File: config.mk
export PLATFORM = sky130hd
export DESIGN_NAME = multicycle_control
export DESIGN_NICKNAME = d
export VERILOG_FILES = /design/src/rtl/multicycle_control_pkg.sv /design/src/rtl/multicycle_control_op_class_decode.sv /design/src/rtl/multicycle_control.sv
export SDC_FILE = /design/constraint.sdc
export NUM_CORES = 1
export LEC_CHECK = 0
export BUFFER_PORTS_ARGS = -buffer_cell sky130_fd_sc_hd__buf_2
export CAP_MARGIN = 0
export CORE_MARGIN = 2
export CORE_UTILIZATION = 50
export DETAILED_ROUTE_END_ITERATION = 8
export PLACE_DENSITY = 0.79
export SLEW_MARGIN = 20
export SYNTH_ARGS = -nofsm -noshare
export SYNTH_HDL_FRONTEND = slang
export SYNTH_SLANG_ARGS = --single-unit
File: constraint.sdc
create_clock -name clk -period 3.45 [get_ports clk]
set_input_delay 0.69 -clock clk [delete_from_list [all_inputs] [get_ports clk]]
set_output_delay 0.69 -clock clk [all_outputs]
set_load 0.02 [all_outputs]
File: src/rtl/multicycle_control_pkg.sv
// Shared definitions for the multicycle controller: state encoding,
// opcode match constants, ALU control encodings and the opcode class type.
package multicycle_control_pkg;

  // Controller states; 4 bits leaves room for the unused codes to recover to FETCH.
  typedef enum logic [3:0] {
    FETCH   = 4'd0,
    DECODE  = 4'd1,
    EX_R    = 4'd2,
    EX_ADDR = 4'd3,
    MEM_RD  = 4'd4,
    MEM_WR  = 4'd5,
    WB_R    = 4'd6,
    WB_LD   = 4'd7,
    BR      = 4'd8,
    TRAP    = 4'd9
  } ctrlState_t;

  // ALU operation select.
  typedef enum logic [1:0] {
    ALUOP_ADD   = 2'b00,
    ALUOP_PASSB = 2'b01,
    ALUOP_FUNCT = 2'b10
  } aluOp_t;

  // ALU operand B select.
  typedef enum logic [1:0] {
    SRCB_REG   = 2'b00,
    SRCB_FOUR  = 2'b01,
    SRCB_IMM   = 2'b10,
    SRCB_BROFF = 2'b11
  } aluSrcB_t;

  // Opcode patterns (IR[31:21]); CBZ ignores its low three bits.
  localparam logic [10:0] OP_CBZ      = 11'b10110100000;
  localparam logic [10:0] OP_CBZ_MASK = 11'b11111111000;
  localparam logic [10:0] OP_LDUR     = 11'b11111000010;
  localparam logic [10:0] OP_STUR     = 11'b11111000000;
  localparam logic [10:0] OP_ADD      = 11'b10001011000;
  localparam logic [10:0] OP_SUB      = 11'b11001011000;
  localparam logic [10:0] OP_AND      = 11'b10001010000;
  localparam logic [10:0] OP_ORR      = 11'b10101010000;

  // One-hot instruction class.
  typedef struct packed {
    logic r;
    logic ld;
    logic st;
    logic cbz;
    logic ill;
  } opClass_t;

  // Masked opcode compare.
  function automatic logic opMatch(input logic [10:0] op,
                                   input logic [10:0] pattern,
                                   input logic [10:0] mask);
    return (op & mask) == (pattern & mask);
  endfunction

endpackage

File: src/rtl/multicycle_control_op_class_decode.sv
// Combinational opcode classifier: maps the IR opcode field to a one-hot class.
module op_class_decode
  import multicycle_control_pkg::*;
(
  input  logic [10:0] op,
  output opClass_t    opClass
);

  // Priority match: CBZ, LDUR, STUR, R-format, everything else illegal.
  // NOTE: assigning a default first keeps every path driven, so no latch is inferred.
  always_comb begin
    opClass = '0;
    if (opMatch(op, OP_CBZ, OP_CBZ_MASK)) begin
      opClass.cbz = 1'b1;
    end else if (op == OP_LDUR) begin
      opClass.ld = 1'b1;
    end else if (op == OP_STUR) begin
      opClass.st = 1'b1;
    end else if (op == OP_ADD || op == OP_SUB || op == OP_AND || op == OP_ORR) begin
      opClass.r = 1'b1;
    end else begin
      opClass.ill = 1'b1;
    end
  end

endmodule

File: src/rtl/multicycle_control.sv
// Multicycle datapath controller: sequences fetch/decode/execute/memory/
// write-back, drives datapath strobes and counts retired instructions.
module multicycle_control
  import multicycle_control_pkg::*;
#(
  parameter int CNT_W = 32
) (
  input  logic             clk,
  input  logic             reset,
  input  logic [10:0]      op,
  input  logic             zero,
  input  logic             mem_ready,
  output logic             PCWrite,
  output logic             IRWrite,
  output logic [1:0]       ALUOp,
  output logic             ALUSrcA,
  output logic [1:0]       ALUSrcB,
  output logic             MemRead,
  output logic             MemWrite,
  output logic             RegWrite,
  output logic             MemtoReg,
  output logic             Reg2Loc,
  output logic             PCSrc,
  output logic             IorD,
  output logic             halted,
  output logic [CNT_W-1:0] retired
);

  ctrlState_t state;
  opClass_t   opClass;

  op_class_decode uDecode (
    .op      (op),
    .opClass (opClass)
  );

  // State sequencing and retirement count; retiring states bump the count as they exit.
  // NOTE: sequential state uses non-blocking assignments so every register sees pre-edge values.
  always_ff @(posedge clk) begin
    if (reset) begin
      state   <= FETCH;
      retired <= '0;
    end else begin
      case (state)
        FETCH: begin
          if (mem_ready) state <= DECODE;
        end
        DECODE: begin
          if (opClass.r)                    state <= EX_R;
          else if (opClass.ld || opClass.st) state <= EX_ADDR;
          else if (opClass.cbz)             state <= BR;
          else                              state <= TRAP;
        end
        EX_R: begin
          state <= WB_R;
        end
        EX_ADDR: begin
          state <= opClass.st ? MEM_WR : MEM_RD;
        end
        MEM_RD: begin
          if (mem_ready) state <= WB_LD;
        end
        MEM_WR: begin
          if (mem_ready) begin
            state   <= FETCH;
            retired <= retired + CNT_W'(1);
          end
        end
        WB_R, WB_LD, BR: begin
          state   <= FETCH;
          retired <= retired + CNT_W'(1);
        end
        TRAP: begin
          state <= TRAP;
        end
        default: begin
          state <= FETCH;
        end
      endcase
    end
  end

  // Halt flag follows the trap state directly.
  assign halted = (state == TRAP);

  // Datapath strobes decoded from state; suppressed entirely while reset is held.
  always_comb begin
    PCWrite  = 1'b0;
    IRWrite  = 1'b0;
    ALUOp    = ALUOP_ADD;
    ALUSrcA  = 1'b0;
    ALUSrcB  = SRCB_REG;
    MemRead  = 1'b0;
    MemWrite = 1'b0;
    RegWrite = 1'b0;
    MemtoReg = 1'b0;
    Reg2Loc  = 1'b0;
    PCSrc    = 1'b0;
    IorD     = 1'b0;
    if (!reset) begin
      case (state)
        FETCH: begin
          MemRead = 1'b1;
          IRWrite = mem_ready;
          ALUSrcB = SRCB_FOUR;
          PCWrite = mem_ready;
        end
        DECODE: begin
          ALUSrcB = SRCB_BROFF;
          Reg2Loc = opClass.cbz | opClass.st;
        end
        EX_R: begin
          ALUSrcA = 1'b1;
          ALUOp   = ALUOP_FUNCT;
        end
        EX_ADDR: begin
          ALUSrcA = 1'b1;
          ALUSrcB = SRCB_IMM;
        end
        MEM_RD: begin
          MemRead = 1'b1;
          IorD    = 1'b1;
        end
        MEM_WR: begin
          MemWrite = 1'b1;
          IorD     = 1'b1;
        end
        WB_R: begin
          RegWrite = 1'b1;
        end
        WB_LD: begin
          RegWrite = 1'b1;
          MemtoReg = 1'b1;
        end
        BR: begin
          ALUSrcA = 1'b1;
          ALUOp   = ALUOP_PASSB;
          Reg2Loc = 1'b1;
          PCSrc   = 1'b1;
          PCWrite = zero;
        end
        default: begin
        end
      endcase
    end
  end

endmodule

# Word level (Yosys, flattened, before mapping)
# Index checks and enable logic that the tools add are counted.
dict set report totals {
  ff_bits 36
  out_inout_bits 47
  elab_cells 78
}
dict set report classes {
  n_reduce_logical 13
  n_bitwise 1
  n_eq_ne 19
  mux 42
  n_addsub 1
}
# op count
set ops {}
lappend ops {{== test 11 bit, second input constant} 6}
lappend ops {{case mux 32 bit (2 select lines)} 1}
lappend ops {{adder 32 x 1 -> 32 bit, second input constant} 1}
lappend ops {{two-way mux 32 bit} 1}
lappend ops {{case mux 4 bit (7 select lines)} 1}
lappend ops {{two-way mux 1 bit} 27}
lappend ops {{two-way mux 4 bit} 5}
lappend ops {{== test 4 x 3 -> 1 bit, second input constant} 4}
lappend ops {{== test 4 x 2 -> 1 bit, second input constant} 2}
lappend ops {{== test 4 bit, second input constant} 2}
lappend ops {{== test 8 bit, second input constant} 1}
lappend ops {{!= test 2 bit, second input constant} 3}
lappend ops {{case mux 2 bit (3 select lines)} 1}
lappend ops {{OR reduction 2 bit} 3}
lappend ops {{OR reduction 3 bit} 2}
lappend ops {{== test 4 x 1 -> 1 bit, second input constant} 1}
lappend ops {{logical NOT 4 bit} 1}
lappend ops {{logical OR 1 bit} 4}
lappend ops {{two-way mux 2 bit} 2}
lappend ops {{case mux 1 bit (2 select lines)} 2}
lappend ops {{case mux 2 bit (2 select lines)} 1}
lappend ops {{two-way mux 3 bit} 1}
lappend ops {{AND reduction 3 bit} 1}
lappend ops {{AND reduction 2 bit} 1}
lappend ops {{2 further kinds} 2}

# Depth between registers and ports, before layout
dict set report logic_depth {
  word_depth 12
  mapped_depth 7
  mapped_depth_nobuf 6
}

# By module
# A second synthesis with hierarchy kept.
dict set report unflattened {
  cells_unflattened 265
  area_unflattened_um2 2130.8
}
# module cells_per_inst area_per_inst_um2 seq_area_each_um2 n_inst
set by_module_without_submodules {}
lappend by_module_without_submodules {multicycle_control 251 2006.9 720.7 1}
lappend by_module_without_submodules {op_class_decode 14 123.9 0.0 1}

# Worst setup path before layout
# OpenSTA, ideal clock, no wires.
dict set report synth_timing {
  path_kind {input-to-output}
  start {input port reset}
  end {output port ALUOp[1]}
  arrival_time_ps 1857
  stages 3
  slack_ps 903
  required_time_ps 2760
  cell_sequence {clkbuf_1 > buf_1 > nor4b_1}
}
dict set report synth_between {
  elab_chain_cells 1
}
# element line_no
set synth_rtl {}
lappend synth_rtl {{start, declared} multicycle_control.sv:9} ;# input logic reset,
lappend synth_rtl {{two-way mux 2 bit} multicycle_control.sv:100} ;# if (!reset) begin
lappend synth_rtl {{end, declared} multicycle_control.sv:15} ;# output logic [1:0] ALUOp,
# Every way passes these cells.

# Worst setup path after layout
dict set report layout_timing {
  start {input port op[5]}
  end {output port Reg2Loc}
}
dict set report layout_between {
  elab_chain_cells 7
  elab_cells_between_ends 10
  cone_classes {3 x eq/ne; 6 x mux; 1 x bitwise}
}
# element line_no
set layout_rtl {}
lappend layout_rtl {{start, declared} multicycle_control.sv:10} ;# input logic [10:0] op,
lappend layout_rtl {{== test 11 bit} multicycle_control_op_class_decode.sv:17} ;# end else if (op == OP_STUR) begin
lappend layout_rtl {{two-way mux 1 bit} multicycle_control_op_class_decode.sv:17}
lappend layout_rtl {{two-way mux 1 bit} multicycle_control_op_class_decode.sv:15} ;# end else if (op == OP_LDUR) begin
lappend layout_rtl {{two-way mux 3 bit} multicycle_control_op_class_decode.sv:13} ;# if (opMatch(op, OP_CBZ, OP_CBZ_MASK)) begin
lappend layout_rtl {{OR 1 bit (*)} multicycle_control.sv:110} ;# Reg2Loc = opClass.cbz | opClass.st;
lappend layout_rtl {{case mux 1 bit (2 select lines) (*)} multicycle_control.sv:101} ;# case (state)
lappend layout_rtl {{two-way mux 1 bit (*)} multicycle_control.sv:100}
lappend layout_rtl {{end, declared} multicycle_control.sv:22} ;# output logic Reg2Loc,
# Mark *: on every way between the ends. The rest lies on a longest branch, timed or not.

==> results_tabular.tex <==
\begin{tabular}{lr}
\hline
Metric & Value \\
\hline
\multicolumn{2}{l}{\textbf{Status}} \\
Status & finished clean \\
\multicolumn{2}{l}{\textbf{Timing}} \\
Fin Setup TNS & 0 ns \\
Setup repair after global routing missed its margin & false \\
Worst clock skew & 0.00525 ns \\
Worst slew pin tran & 0.551 ns \\
Setup ws final & 0.764 ns \\
Number of hold violations in the final report & 0 \\
Minimum clock period & 2.69 ns \\
Final Max Tran Viols & 0 \\
Number of endpoints failing setup at the final stage & 0 \\
Achievable Freq & 372 MHz \\
Share of the clock period used by the worst path after layout & 77.8\% \\
Remaining max-slew budget at the tightest pin & 62.8\% \\
\multicolumn{2}{l}{\textbf{Finish}} \\
Nets & 308 \\
Growth of design area from synthesis to finish & 22.1\% \\
Antenna fix cells & 0 \\
Proportion of layout cells with a drive suffix above 1 & 25.9\% \\
Final std cells w/o fill & 341 \\
\multicolumn{2}{l}{\textbf{Min path}} \\
Hold Crit Start & retired[31] \\
Tightest Hold Check Type & flop to flop \\
\multicolumn{2}{l}{\textbf{Setup path}} \\
Timing startpoint of the critical path & op[5] \\
Required arrival time at the worst endpoint & 2.76 ns \\
Arrival @ worst endpoint & 2.00 ns \\
Cell count of the worst reg-to-reg path & 5 \\
CP max FO & 3 \\
Startpoint Class & input port \\
Endpoint type of the worst setup path & output port \\
End of the worst register-to-register path & retired[31] \\
R2R setup slack & 0.79 ns \\
Startpoint of the worst-slack reg-to-reg timing path & state[3] \\
Termination of the worst setup path & Reg2Loc \\
Class of the most critical setup path & input port to output port \\
\multicolumn{2}{l}{\textbf{Place}} \\
Post-detail-place hpwl & 2.92 mm \\
Count of buffers from port buffering & 61 \\
Placer's final routability congestion estimate & 0.873 \\
Placed Instances & 333 \\
Worst slack at placement & 0.782 ns \\
\multicolumn{2}{l}{\textbf{Yosys}} \\
Top post-synthesis cells by area & sky130\_fd\_sc\_hd\_\_dfxtp\_1, sky130\_fd\_sc\_hd\_\_xor2\_1, sky130\_fd\_sc\_hd\_\_nor2\_1 \\
Fraction of synthesized cell area taken by the top area cell type & 37.3\% \\
Ys flop type & sky130\_fd\_sc\_hd\_\_dfxtp\_1 \\
Netlist area before placement & 0.00193 mm² \\
Post-Synthesis Net Count & 253 \\
Post-synth EDFFs & 0 \\
Area fraction in compound gates after synthesis & 11.9\% \\
Simple logic cell fraction of the synthesized area & 33.6\% \\
Async SR Flop Fraction & 0\% \\
Seq cells post-synth & 36 \\
Cell type with the largest total area after synthesis & sky130\_fd\_sc\_hd\_\_dfxtp\_1 \\
Mapped Cells & 237 \\
Average cell area after synthesis & 8.16 µm² \\
Main combinational cell family by area after synthesis & simple AND/OR/NAND/NOR gates \\
Parity-gate share of the synthesized area counting xor and xnor cells & 10.4\% \\
Arithmetic-cell share of the synthesized area counting full adders, half adders and majority gates & 0.647\% \\
Warning count from the yosys run & 0 \\
Part of the Yosys area used for sequential elements & 37.3\% \\
Mux contribution to synthesized area & 2.13\% \\
Distinct cells, synth & 47 \\
\multicolumn{2}{l}{\textbf{CTS}} \\
Count of hold-fix buffers inserted at cts & 0 \\
Clk\_lat worst skew & 0.29 ns \\
Count of instances resized after the clock tree is built & 0 \\
Clk slew on worst S/H paths & 0.07 ns \\
Num CTS Buffers & 5 \\
H-Tree Depth & 2 \\
Root buffer selected by CTS & sky130\_fd\_sc\_hd\_\_clkbuf\_8 \\
CTS tree & built \\
Worst-case clock buffer depth & 2 \\
\# Post-CTS Setup Buffers & 0 \\
Clock net sink count & 36 \\
\multicolumn{2}{l}{\textbf{Route}} \\
M1 wire length & 1.86 mm \\
Routed via count & 1894 \\
Top Metal Used & met4 \\
Number of antenna-violating nets in the routed design & 0 \\
DR WL/cell & 12.3 µm \\
Count of routing violations after the opening detailed-route iteration & 132 \\
Total wire length & 4.21 mm \\
Drt first pass iters & 4 \\
\# DRC & 0 \\
Via/cell ratio & 5.55 \\
Routed length on met3 & 198 µm \\
Met2 wire length & 2.10 mm \\
\multicolumn{2}{l}{\textbf{GRT}} \\
Global-route wire length before repair & 7.13 mm \\
Number of antenna violations at the first check in global routing & 0 \\
Number of global-route vias before repair & 1615 \\
Largest net degree at the start of global routing & 33 \\
Sum of overflow across all layers after global routing & 0 \\
GRT Resource Usage Total & 20.5\% \\
\multicolumn{2}{l}{\textbf{Die}} \\
Die Y-Extent & 66.2 µm \\
Starting density of the core & 52.4\% \\
I/O pins & 62 \\
Cell Rows & 22 \\
Die area & 0.00438 mm² \\
Die W & 66.2 µm \\
Core area & 0.00369 mm² \\
\multicolumn{2}{l}{\textbf{Power and ir drop}} \\
Worst vdd ir & 0.196 mV \\
Power, Total & 881 µW \\
Areal power density over the cells & 373 mW/mm² \\
Pleak & 1.04 nW \\
\multicolumn{2}{l}{\textbf{Job}} \\
Number of max-cap violations & 0 \\
\hline
\end{tabular}
==> worst min path at each step <==
stage | end | slack (ns) | depth (start not counted)
after detailed placement | retired[31] | 0.47 | 2
after CTS | retired[31] | 0.48 | 2
final | retired[31] | 0.47 | 2
after global placement | retired[31] | 0.46 | 2
after global routing | retired[31] | 0.53 | 2
after floorplan | retired[31] | 0.55 | 2
==> flip-flops by register name (all words and copies together) (netlist names) <==
signal   count
retired     32
state        4
==> stage by stage <==
step                      hold WS (ns)  instance area, µm²  utilization [%]
after floorplan                  0.551                1930                -
after global placement           0.463                2250             61.1
after detailed placement         0.473                2250             61.1
after CTS                        0.483                2360             64.0
after global routing             0.525                2360             64.0
final                            0.475                2360             64.0
==> cells in the mapped netlist (all sizes together), types with 3 or more instances <==
cell type   n
dfxtp      36
nor2       35
xor2       22
nand3      15
nand2      14
a21oi      13
clkbuf     11
and3       10
nand4       8
o31ai       6
or4         6
inv         5
nor3        5
and4        4
buf         4
mux2i       3
nor4        3
o21ai       3
==> placed cells by master, fill, tap and decap left out, types with 2 or more instances in the layout <==
cell                        n
sky130_fd_sc_hd__o21ai_0    3
sky130_fd_sc_hd__nand2b_1   2
sky130_fd_sc_hd__nor4_1     2
sky130_fd_sc_hd__nand3b_1   2
sky130_fd_sc_hd__inv_1      5
sky130_fd_sc_hd__nor3b_1    2
sky130_fd_sc_hd__and4_1     4
sky130_fd_sc_hd__clkbuf_8   5
sky130_fd_sc_hd__o21bai_1   2
sky130_fd_sc_hd__dfxtp_1   36
sky130_fd_sc_hd__nor2b_1    2
sky130_fd_sc_hd__nand2_1   13
sky130_fd_sc_hd__nor4b_1    2
sky130_fd_sc_hd__or2_2      2
sky130_fd_sc_hd__nand4_1    8
sky130_fd_sc_hd__xor2_1    22
sky130_fd_sc_hd__a21oi_1   13
sky130_fd_sc_hd__buf_2     61
sky130_fd_sc_hd__buf_4      2
sky130_fd_sc_hd__nor4bb_1   2
sky130_fd_sc_hd__o31ai_1    6
sky130_fd_sc_hd__mux2i_1    3
sky130_fd_sc_hd__nor2_1    35
sky130_fd_sc_hd__nand3_1   15
sky130_fd_sc_hd__nor3_1     5
sky130_fd_sc_hd__or4_1      6
sky130_fd_sc_hd__and3_1    10
==> report_power, final <==
part           leakage [nW]  internal [mW]  total [mW]  switching [mW]
sequential            0.290          0.419       0.430          0.0110
combinational         0.699         0.0343      0.0842          0.0499
clock                0.0552          0.214       0.366           0.151
==> logic make-up after synthesis <==
logic type	count (synthesis)
xor gates and xnor gates	23
and+or+nand+nor	118
adders and majority gates	1
buffers and inverters	20
AOI/OAI and AO/OA	35
muxes	4
DFF	36
==> cell type report <==
type	instances	area (µm²)
Clock buffer	6	72.6
Clock inverter	2	35.0
Fill cell	349	1330
Inverter	5	18.8
Multi-Input combinational cell	181	1130
Sequential cell	36	721
Tap cell	48	60.1
Timing Repair Buffer	63	320
==> worst max-delay path, cell delays in order <==
cell and delay [ns]:
sky130_fd_sc_hd__buf_2 0.10, sky130_fd_sc_hd__nor4b_1 0.31, sky130_fd_sc_hd__nand2_1 0.13, sky130_fd_sc_hd__nor3b_1 0.27
sky130_fd_sc_hd__o211ai_1 0.15, sky130_fd_sc_hd__a21oi_1 0.17, sky130_fd_sc_hd__buf_2 0.18
==> routing by layer <==
| layer | global-route usage (%) | up-vias |
|---|---|---|
| met5 | 0 | - |
| met4 | 7.40 | 0 |
| met3 | 4.09 | 6 |
| met2 | 33.9 | 47 |
| met1 | 26.4 | 879 |
| li1 | - | 962 |
(Power assumes the default switching activity.)
